**config.mk**
```make
export PLATFORM = sky130hd
export DESIGN_NAME = fp_div_arb
export DESIGN_NICKNAME = d
export VERILOG_FILES = /design/src/rtl/fp_div_arb.sv
export SDC_FILE = /design/constraint.sdc
export NUM_CORES = 1
export LEC_CHECK = 0
export ABC_CLOCK_PERIOD_IN_PS = 3800
export BUFFER_PORTS_ARGS = -buffer_cell sky130_fd_sc_hd__buf_4
export CAP_MARGIN = 20
export CORE_MARGIN = 8
export CORE_UTILIZATION = 35
export CTS_CLUSTER_DIAMETER = 150
export DETAILED_ROUTE_END_ITERATION = 6
export PLACE_DENSITY_LB_ADDON = 0.08
export SYNTH_ARGS = -nofsm -noshare
export SYNTH_HDL_FRONTEND = slang
export SYNTH_SLANG_ARGS = --single-unit
```
**constraint.sdc**
```tcl
create_clock -name in_Clk -period 3.8 [get_ports in_Clk]
set_input_delay 0.76 -clock in_Clk [delete_from_list [all_inputs] [get_ports in_Clk]]
set_output_delay 0.76 -clock in_Clk [all_outputs]
set_load 0.01 [all_outputs]
```
**src/rtl/fp_div_arb.sv**
```systemverilog
// -----------------------------------------------------------------------------
// fp_div_arb
//
// Two-requester arbiter in front of one shared floating-point divider.
// A requester raises its req level with its operands on op_a/op_b. The
// arbiter picks one requester, latches its operands, pulses a grant and a
// divider start, waits a fixed number of cycles (extended while the divider
// reports stall), captures the quotient and pulses a done strobe back to the
// owner. When both requesters ask at once, a one-bit priority pointer decides,
// and it flips to the other requester after every completed operation.
//
// No arithmetic is performed here: operands and the quotient pass through
// bit-exact, so zeros, infinities and NaNs reach their destination untouched.
//
// Parameters
//   LATENCY        number of WAIT cycles granted to the divider (2..63)
//
// Ports
//   in_Clk         clock, all state changes on the rising edge
//   in_Rst_N       asynchronous active-low reset
//   in_req0/1      request level from requester 0 / 1
//   in_op_a0/b0    dividend / divisor of requester 0
//   in_op_a1/b1    dividend / divisor of requester 1
//   out_gnt0/1     one-cycle grant, operands of that requester are latched
//   out_done0/1    one-cycle completion strobe, out_result is valid
//   out_result     quotient of the most recently completed operation
//   out_busy       high whenever the arbiter is not idle
//   out_div_start  one-cycle start pulse to the divider
//   out_div_a/b    latched operands presented to the divider
//   in_div_stall   divider still busy
//   in_div_result  divider quotient
// -----------------------------------------------------------------------------
module fp_div_arb #(
  parameter int LATENCY = 25
) (
  input  logic        in_Clk,
  input  logic        in_Rst_N,
  input  logic        in_req0,
  input  logic        in_req1,
  input  logic [31:0] in_op_a0,
  input  logic [31:0] in_op_b0,
  input  logic [31:0] in_op_a1,
  input  logic [31:0] in_op_b1,
  output logic        out_gnt0,
  output logic        out_gnt1,
  output logic        out_done0,
  output logic        out_done1,
  output logic [31:0] out_result,
  output logic        out_busy,
  output logic        out_div_start,
  output logic [31:0] out_div_a,
  output logic [31:0] out_div_b,
  input  logic        in_div_stall,
  input  logic [31:0] in_div_result
);

  typedef enum logic [1:0] {
    IDLE  = 2'd0,
    ISSUE = 2'd1,
    WAIT  = 2'd2,
    DONE  = 2'd3
  } state_t;

  localparam logic [5:0] LOAD_VALUE = LATENCY[5:0];

  state_t      state;
  state_t      state_nxt;
  logic        owner;
  logic        prio;
  logic [5:0]  count;
  logic        any_req;
  logic        sel;
  logic        wait_exit;

  assign any_req = in_req0 | in_req1;

  // A lone request wins regardless of the pointer; only a tie consults it.
  assign sel = (in_req0 & in_req1) ? prio : in_req1;

  // The divider gets at least LATENCY cycles; exiting at count<=1 rather than
  // 0 lands done exactly LATENCY+2 cycles after the request was sampled.
  assign wait_exit = (state == WAIT) && (count <= 6'd1) && !in_div_stall;

  // State register. Reset drops straight back to IDLE from any state, which
  // abandons whatever operation was in flight.
  always_ff @(posedge in_Clk or negedge in_Rst_N) begin
    if (!in_Rst_N) begin
      state <= IDLE;
    end else begin
      state <= state_nxt;
    end
  end

  // Next-state decode plus Moore outputs. Every strobe depends only on the
  // current state and the registered owner, so nothing here is combinationally
  // reachable from the request inputs.
  always_comb begin
    state_nxt     = state;
    out_gnt0      = 1'b0;
    out_gnt1      = 1'b0;
    out_done0     = 1'b0;
    out_done1     = 1'b0;
    out_div_start = 1'b0;
    out_busy      = (state != IDLE);
    case (state)
      IDLE: begin
        if (any_req) begin
          state_nxt = ISSUE;
        end
      end
      ISSUE: begin
        out_div_start = 1'b1;
        out_gnt0      = ~owner;
        out_gnt1      = owner;
        state_nxt     = WAIT;
      end
      WAIT: begin
        if (wait_exit) begin
          state_nxt = DONE;
        end
      end
      DONE: begin
        out_done0 = ~owner;
        out_done1 = owner;
        state_nxt = IDLE;
      end
      default: begin
        state_nxt = IDLE;
      end
    endcase
  end

  // Datapath registers: owner, priority pointer, wait counter, latched
  // operands and the captured quotient. Operands are only written when
  // leaving IDLE, so a requester is free to change its inputs after grant.
  always_ff @(posedge in_Clk or negedge in_Rst_N) begin
    if (!in_Rst_N) begin
      owner      <= 1'b0;
      prio       <= 1'b0;
      count      <= 6'd0;
      out_div_a  <= 32'd0;
      out_div_b  <= 32'd0;
      out_result <= 32'd0;
    end else begin
      case (state)
        IDLE: begin
          if (any_req) begin
            owner     <= sel;
            out_div_a <= sel ? in_op_a1 : in_op_a0;
            out_div_b <= sel ? in_op_b1 : in_op_b0;
          end
        end
        ISSUE: begin
          count <= LOAD_VALUE;
        end
        WAIT: begin
          if (count != 6'd0) begin
            count <= count - 6'd1;
          end
          if (wait_exit) begin
            out_result <= in_div_result;
          end
        end
        DONE: begin
          prio <= ~owner;
        end
        default: begin
        end
      endcase
    end
  end

endmodule

```
* Word level (Yosys, flattened, before mapping) *
Index checks and enable logic that the tools add are counted.

operators by class
  $add $sub $neg = 1
  order comparisons = 1
  equality and inequality tests = 6
  muxes and demuxes = 13
  bitwise operators = 3
  reduce and logical (&&, ||, !) cells = 11

operators by type and width
  operator               count
  $mux W32               2
  $pmux W6 S2            1
  $pmux W2 S4            1
  $reduce_and A2 Y1      4
  $le A6 B1 Y1 const B   1
  $mux W1                6
  $mux W6                1
  $reduce_bool A6 Y1     1
  $sub A6 B1 Y6 const B  1
  $eq A2 B2 Y1 const B   2
  $mux W2                2
  $ne A2 B2 Y1 const B   2
  $reduce_bool A2 Y1     2
  $eq A2 B1 Y1 const B   1
  $logic_and A1 B1 Y1    2
  $logic_not A2 Y1       1
  $ne A2 B1 Y1 const B   1
  $and A1 B1 Y1          1
  $logic_not A1 Y1       1
  $not A1 Y1             1
  $or A1 B1 Y1           1

word-level totals
  register bits after elaboration = 106
  bits of input ports = 165
  output and inout bits = 102
  word-level logic and storage cells = 42

* Longest topological paths before layout *
  depth after elaboration = 5
  mapped depth = 7
  gate-level depth less buffers = 5

* Worst setup path after synthesis *
No wires, ideal clock.

  kind = reg-to-reg
  start point = register count[0]
  end point = register out_result[10]
  library setup time = 125 ps
  data arrival time = 1,749 ps
  required time = 3,675 ps
  setup slack = 1,926 ps
  cell stages (with the launch flop) = 8
  buffers on the path = 2
  clock period less this slack = 1,874 ps
  path through = dfrtp_1 inv_1 ha_1 or2_2 and4_1 buf_6 buf_12 mux2_4

between the ends
  cells in the longest elaborated chain, start to end = 4

ends and longest elaborated chain
  item                                line  RTL
  from (decl)                         70    logic [5:0] count;
  from (signal assigned)              158   count <= count - 6'd1;
  $le A6 B1 Y1                        82    assign wait_exit = (state == WAIT) && (count <= 6'd1) && !in_div_stall;
  $logic_and A1 B1 Y1 (2 in a row)    82
  $reduce_and A2 Y1 (no source line)  --
  to (signal assigned)                161   out_result <= in_div_result;
  to (decl)                           48    output logic [31:0] out_result,

Every way passes these cells.
A chain may end at the register's enable or synchronous reset.

* Worst setup path in the final report *
  start point = input port in_req1
  end point = register out_div_b[1]

between the ends
  cells in the longest elaborated chain, start to end = 3
  elaborated cells on any way between the ends = 5
  classes of those cells = mux (2); bitwise (2); reduce/logical (1)

ends and longest elaborated chain
  item                  line  RTL
  from (decl)           39    input logic in_req1,
  $and A1 B1 Y1         78    assign sel = (in_req0 & in_req1) ? prio : in_req1;
  $mux W1               78
  $mux W32              150   out_div_b <= sel ? in_op_b1 : in_op_b0;
  to (signal assigned)  150
  to (decl)             52    output logic [31:0] out_div_b,

Several ways; a longest one is shown, not always the timed one.

==> results.md <==
- Outcome: completed
- Critical Path AT: 2.80 ns
- Ant diodes: 0
- TritonCTS Buffers: 9
- R2r worst-path depth: 5
- Startpoint Class: input port
- Hold Crit Class: input port to asynchronous set/reset pin
- WS Path Type: input port to flip-flop
- Most frequent cells in the layout: buf_4 (268), dfrtp_1 (106), nor2_1 (72), o21ai_0 (66), a31oi_1 (65)
- Asr flop ratio synth: 1.000
- Reg2reg start: state[0]
- Post-synth top flop: dfrtp_1
- Rows: 44
- Fin. max-slew vios: 0
- Post-synth top area cell: dfrtp_1
- Seq/Total Area, Yosys: 0.5049
- Setup WS post-layout: 1.198 ns
- # fillers: 1347
- CTS tree: yes
- CP required: 4.00 ns
- Mapped Area: 0.005254 sq mm
- Critical path launch point: in_req1
- Synth area leaders: dfrtp_1 (50%), nand3b_1 (9.1%), mux2_4 (8.6%)
- Layout Skew: 0.009297 ns
- CP max stage cell: clkinv_1
- I/O Pins: 267
- Total track usage: 0.1767
- Critical Path Fanout Max: 67
- Number of failing hold endpoints at the final stage: 0
- Pwr Total: 4.818 mW
- Power per cell area: 631.7 mW/mm^2
- Setup Viol. Count Final: 0
- Number of iterations in the first detailed-routing pass: 4
- Gate power share: 0.440
- Synth warnings: 0
- Commonest non-fill, non-tap cell in the layout: buf_4
- Gpl congestion: 0.7820
- Reg power frac: 0.369
- Hold WS: 0.4599 ns
- Initial antenna violation count: 0
- Residual DRC count: 0
- Dpl ws: 0.8366 ns
- Top cell by count, worst path: buf_4
- P_sw: 1.797 mW
- Grt ovf: 0
- Clock power share: 0.191
- Cts hold-fix bufs: 0
- Setup TNS: 0 ns
- Max-cap violations: 0
- Slew margin rel.: 0.4372
- PortBufs: 266
- Clk Latency, worst-skew pair: 0.35 ns
- Met2 routed wirelength: 8.518 mm
- Syn Nets: 677
- Final period util: 0.6847
- M1 WL: 7.134 mm
- Biggest cell delay along the critical path: 0.63 ns
- Clock Tree Root: clkbuf_16
- Mapped Cells: 505
- Fin crit period: 2.602 ns
- Vias post-DR: 4764
- CP Capture Type: flip-flop
- Top cell type's share of synthesized area: 0.5049
- Die area: 0.01919 sq mm
- Clock Path Buffers: 2
- Flop-to-flop setup slack: 1.25 ns
- Leakage: 3.520 nW
- Highest Clock Rate: 384.3 MHz
- EDFF count, synth: 0
- Synthesis-to-layout area growth: 45.18%
- Post-route ant nets: 0
- Vias/cell: 5.128
- Layout net count: 912
- R2r endpoint: out_result[30]
- Wire per inst: 18.75 um
- Largest net degree at the start of global routing: 80
- Uppermost layer routed: met4
- Clock sinks: 106
- Routed wl met3: 1.568 mm
- #FFs+latches synth: 106
- Initial core utilization: 0.3601
- Core ar.: 0.01459 sq mm
- Dpl hpwl: 12.97 mm
- Post-CTS setup buffer count: 0
- VDD IR max: 0.3341 mV
- Sw frac: 0.3729
- Die Wd: 138.5 um
- Starting DRT DRC Count: 258
- Clock slew at reported path FFs: 0.08 ns
- WL final: 17.42 mm
- Vias in the first global route: 4769
- Cts repair resizes: 0
- Internal: 3.022 mW
- Fraction of layout cells with a size suffix above 1: 0.4443
- Utilization after layout: 0.5228
- Worst-margin pin slew: 0.8425 ns
- RSZ-0062 raised after global routing: false
- H-tree levels: 3
- Yosys cell types: 39
- Avg Cell Area, Syn: 10.40 sq um
- First-pass GRT wire length: 27.32 mm
- Crit path cell chain: buf_4, clkinv_1, buf_4, o21ai_0, a31oi_1
- DIE HEIGHT: 138.5 um
## cell usage after synthesis, drive strengths merged, types with 2 or more instances
| library cell | number |
|---|---|
| or2 | 2 |
| nor2b | 2 |
| nand2b | 2 |
| buf | 10 |
| mux2 | 33 |
| nand2 | 2 |
| ha | 7 |
| a311o | 2 |
| and4 | 3 |
| or3b | 2 |
| inv | 9 |
| nor2 | 72 |
| clkbuf | 37 |
| dfrtp | 106 |
| nand3b | 64 |
| a211oi | 2 |
| o21ai | 66 |
| o211ai | 3 |
| a31oi | 65 |
## per-stage QoR
stage,instance area [sq um],std cells
6_report,7627,929
5_1_grt,7627,929
4_1_cts,7627,929
3_5_place_dp,7340,913
3_3_place_gp,7340,913
2_1_floorplan,5254,505
## power by group through the flow
stage          sequential, mW  combinational [mW]  clock, mW
2_1_floorplan            1.93               0.956          0
3_3_place_gp             1.78                2.13          0
3_5_place_dp             1.80                2.16          0
4_1_cts                  1.78                2.16      0.955
5_1_grt                  1.83                2.34      0.996
6_report                 1.78                2.12      0.923
## worst max path at each step
stage / depth (start not counted) / slack [ns] / to
after floorplan: 7 / 1.93 / out_result[10]
after global placement: 5 / 0.89 / out_div_a[31]
after detailed placement: 5 / 0.84 / out_div_b[1]
after CTS: 5 / 1.20 / out_div_b[1]
after global routing: 5 / 0.97 / out_div_b[1]
final: 5 / 1.20 / out_div_b[1]
## cell families (layout without fill, tap and decap cells)
family | Yosys count | count (layout) | share of synthesized area
flip-flops | 106 | 106 | 0.5049
AO/OA/AOI/OAI | 146 | 146 | 0.1634
buffers and inverters | 57 | 297 | 0.05144
adder cells (fa/ha/maj) | 7 | 7 | 0.01667
multiplexers | 33 | 33 | 0.09216
AND/OR/NAND/NOR | 156 | 156 | 0.1715
## per-layer routing
metal / up-vias / track usage
li1: 2296 / -
met1: 2270 / 0.2081
met2: 186 / 0.2962
met3: 12 / 0.06541
met4: 0 / 0.04748
met5: - / 0
## final cells by class
cell class	count	area (sq um)	share of cell area
clock buffers	9	225.2	0.02953
clock inverters	7	62.56	0.008202
inverters	10	37.54	0.004921
multi-input cells	342	2347	0.3077
flip-flops and latches	106	2653	0.3478
well taps	184	230.2	0.03018
repair buffers	271	2072	0.2717
## critical path, delay by kind of cell
kind | cells | cell delay [ns]
buf+inv | 3 | 1.64
compound gates | 2 | 0.34
## sequential cells by signal, summed over array words and instances, names as in the netlist
register	flops
count	6
out_div_a	32
out_div_b	32
out_result	32
owner	1
prio	1
state	2
Note: power is estimated with default switching activity, not from simulation.
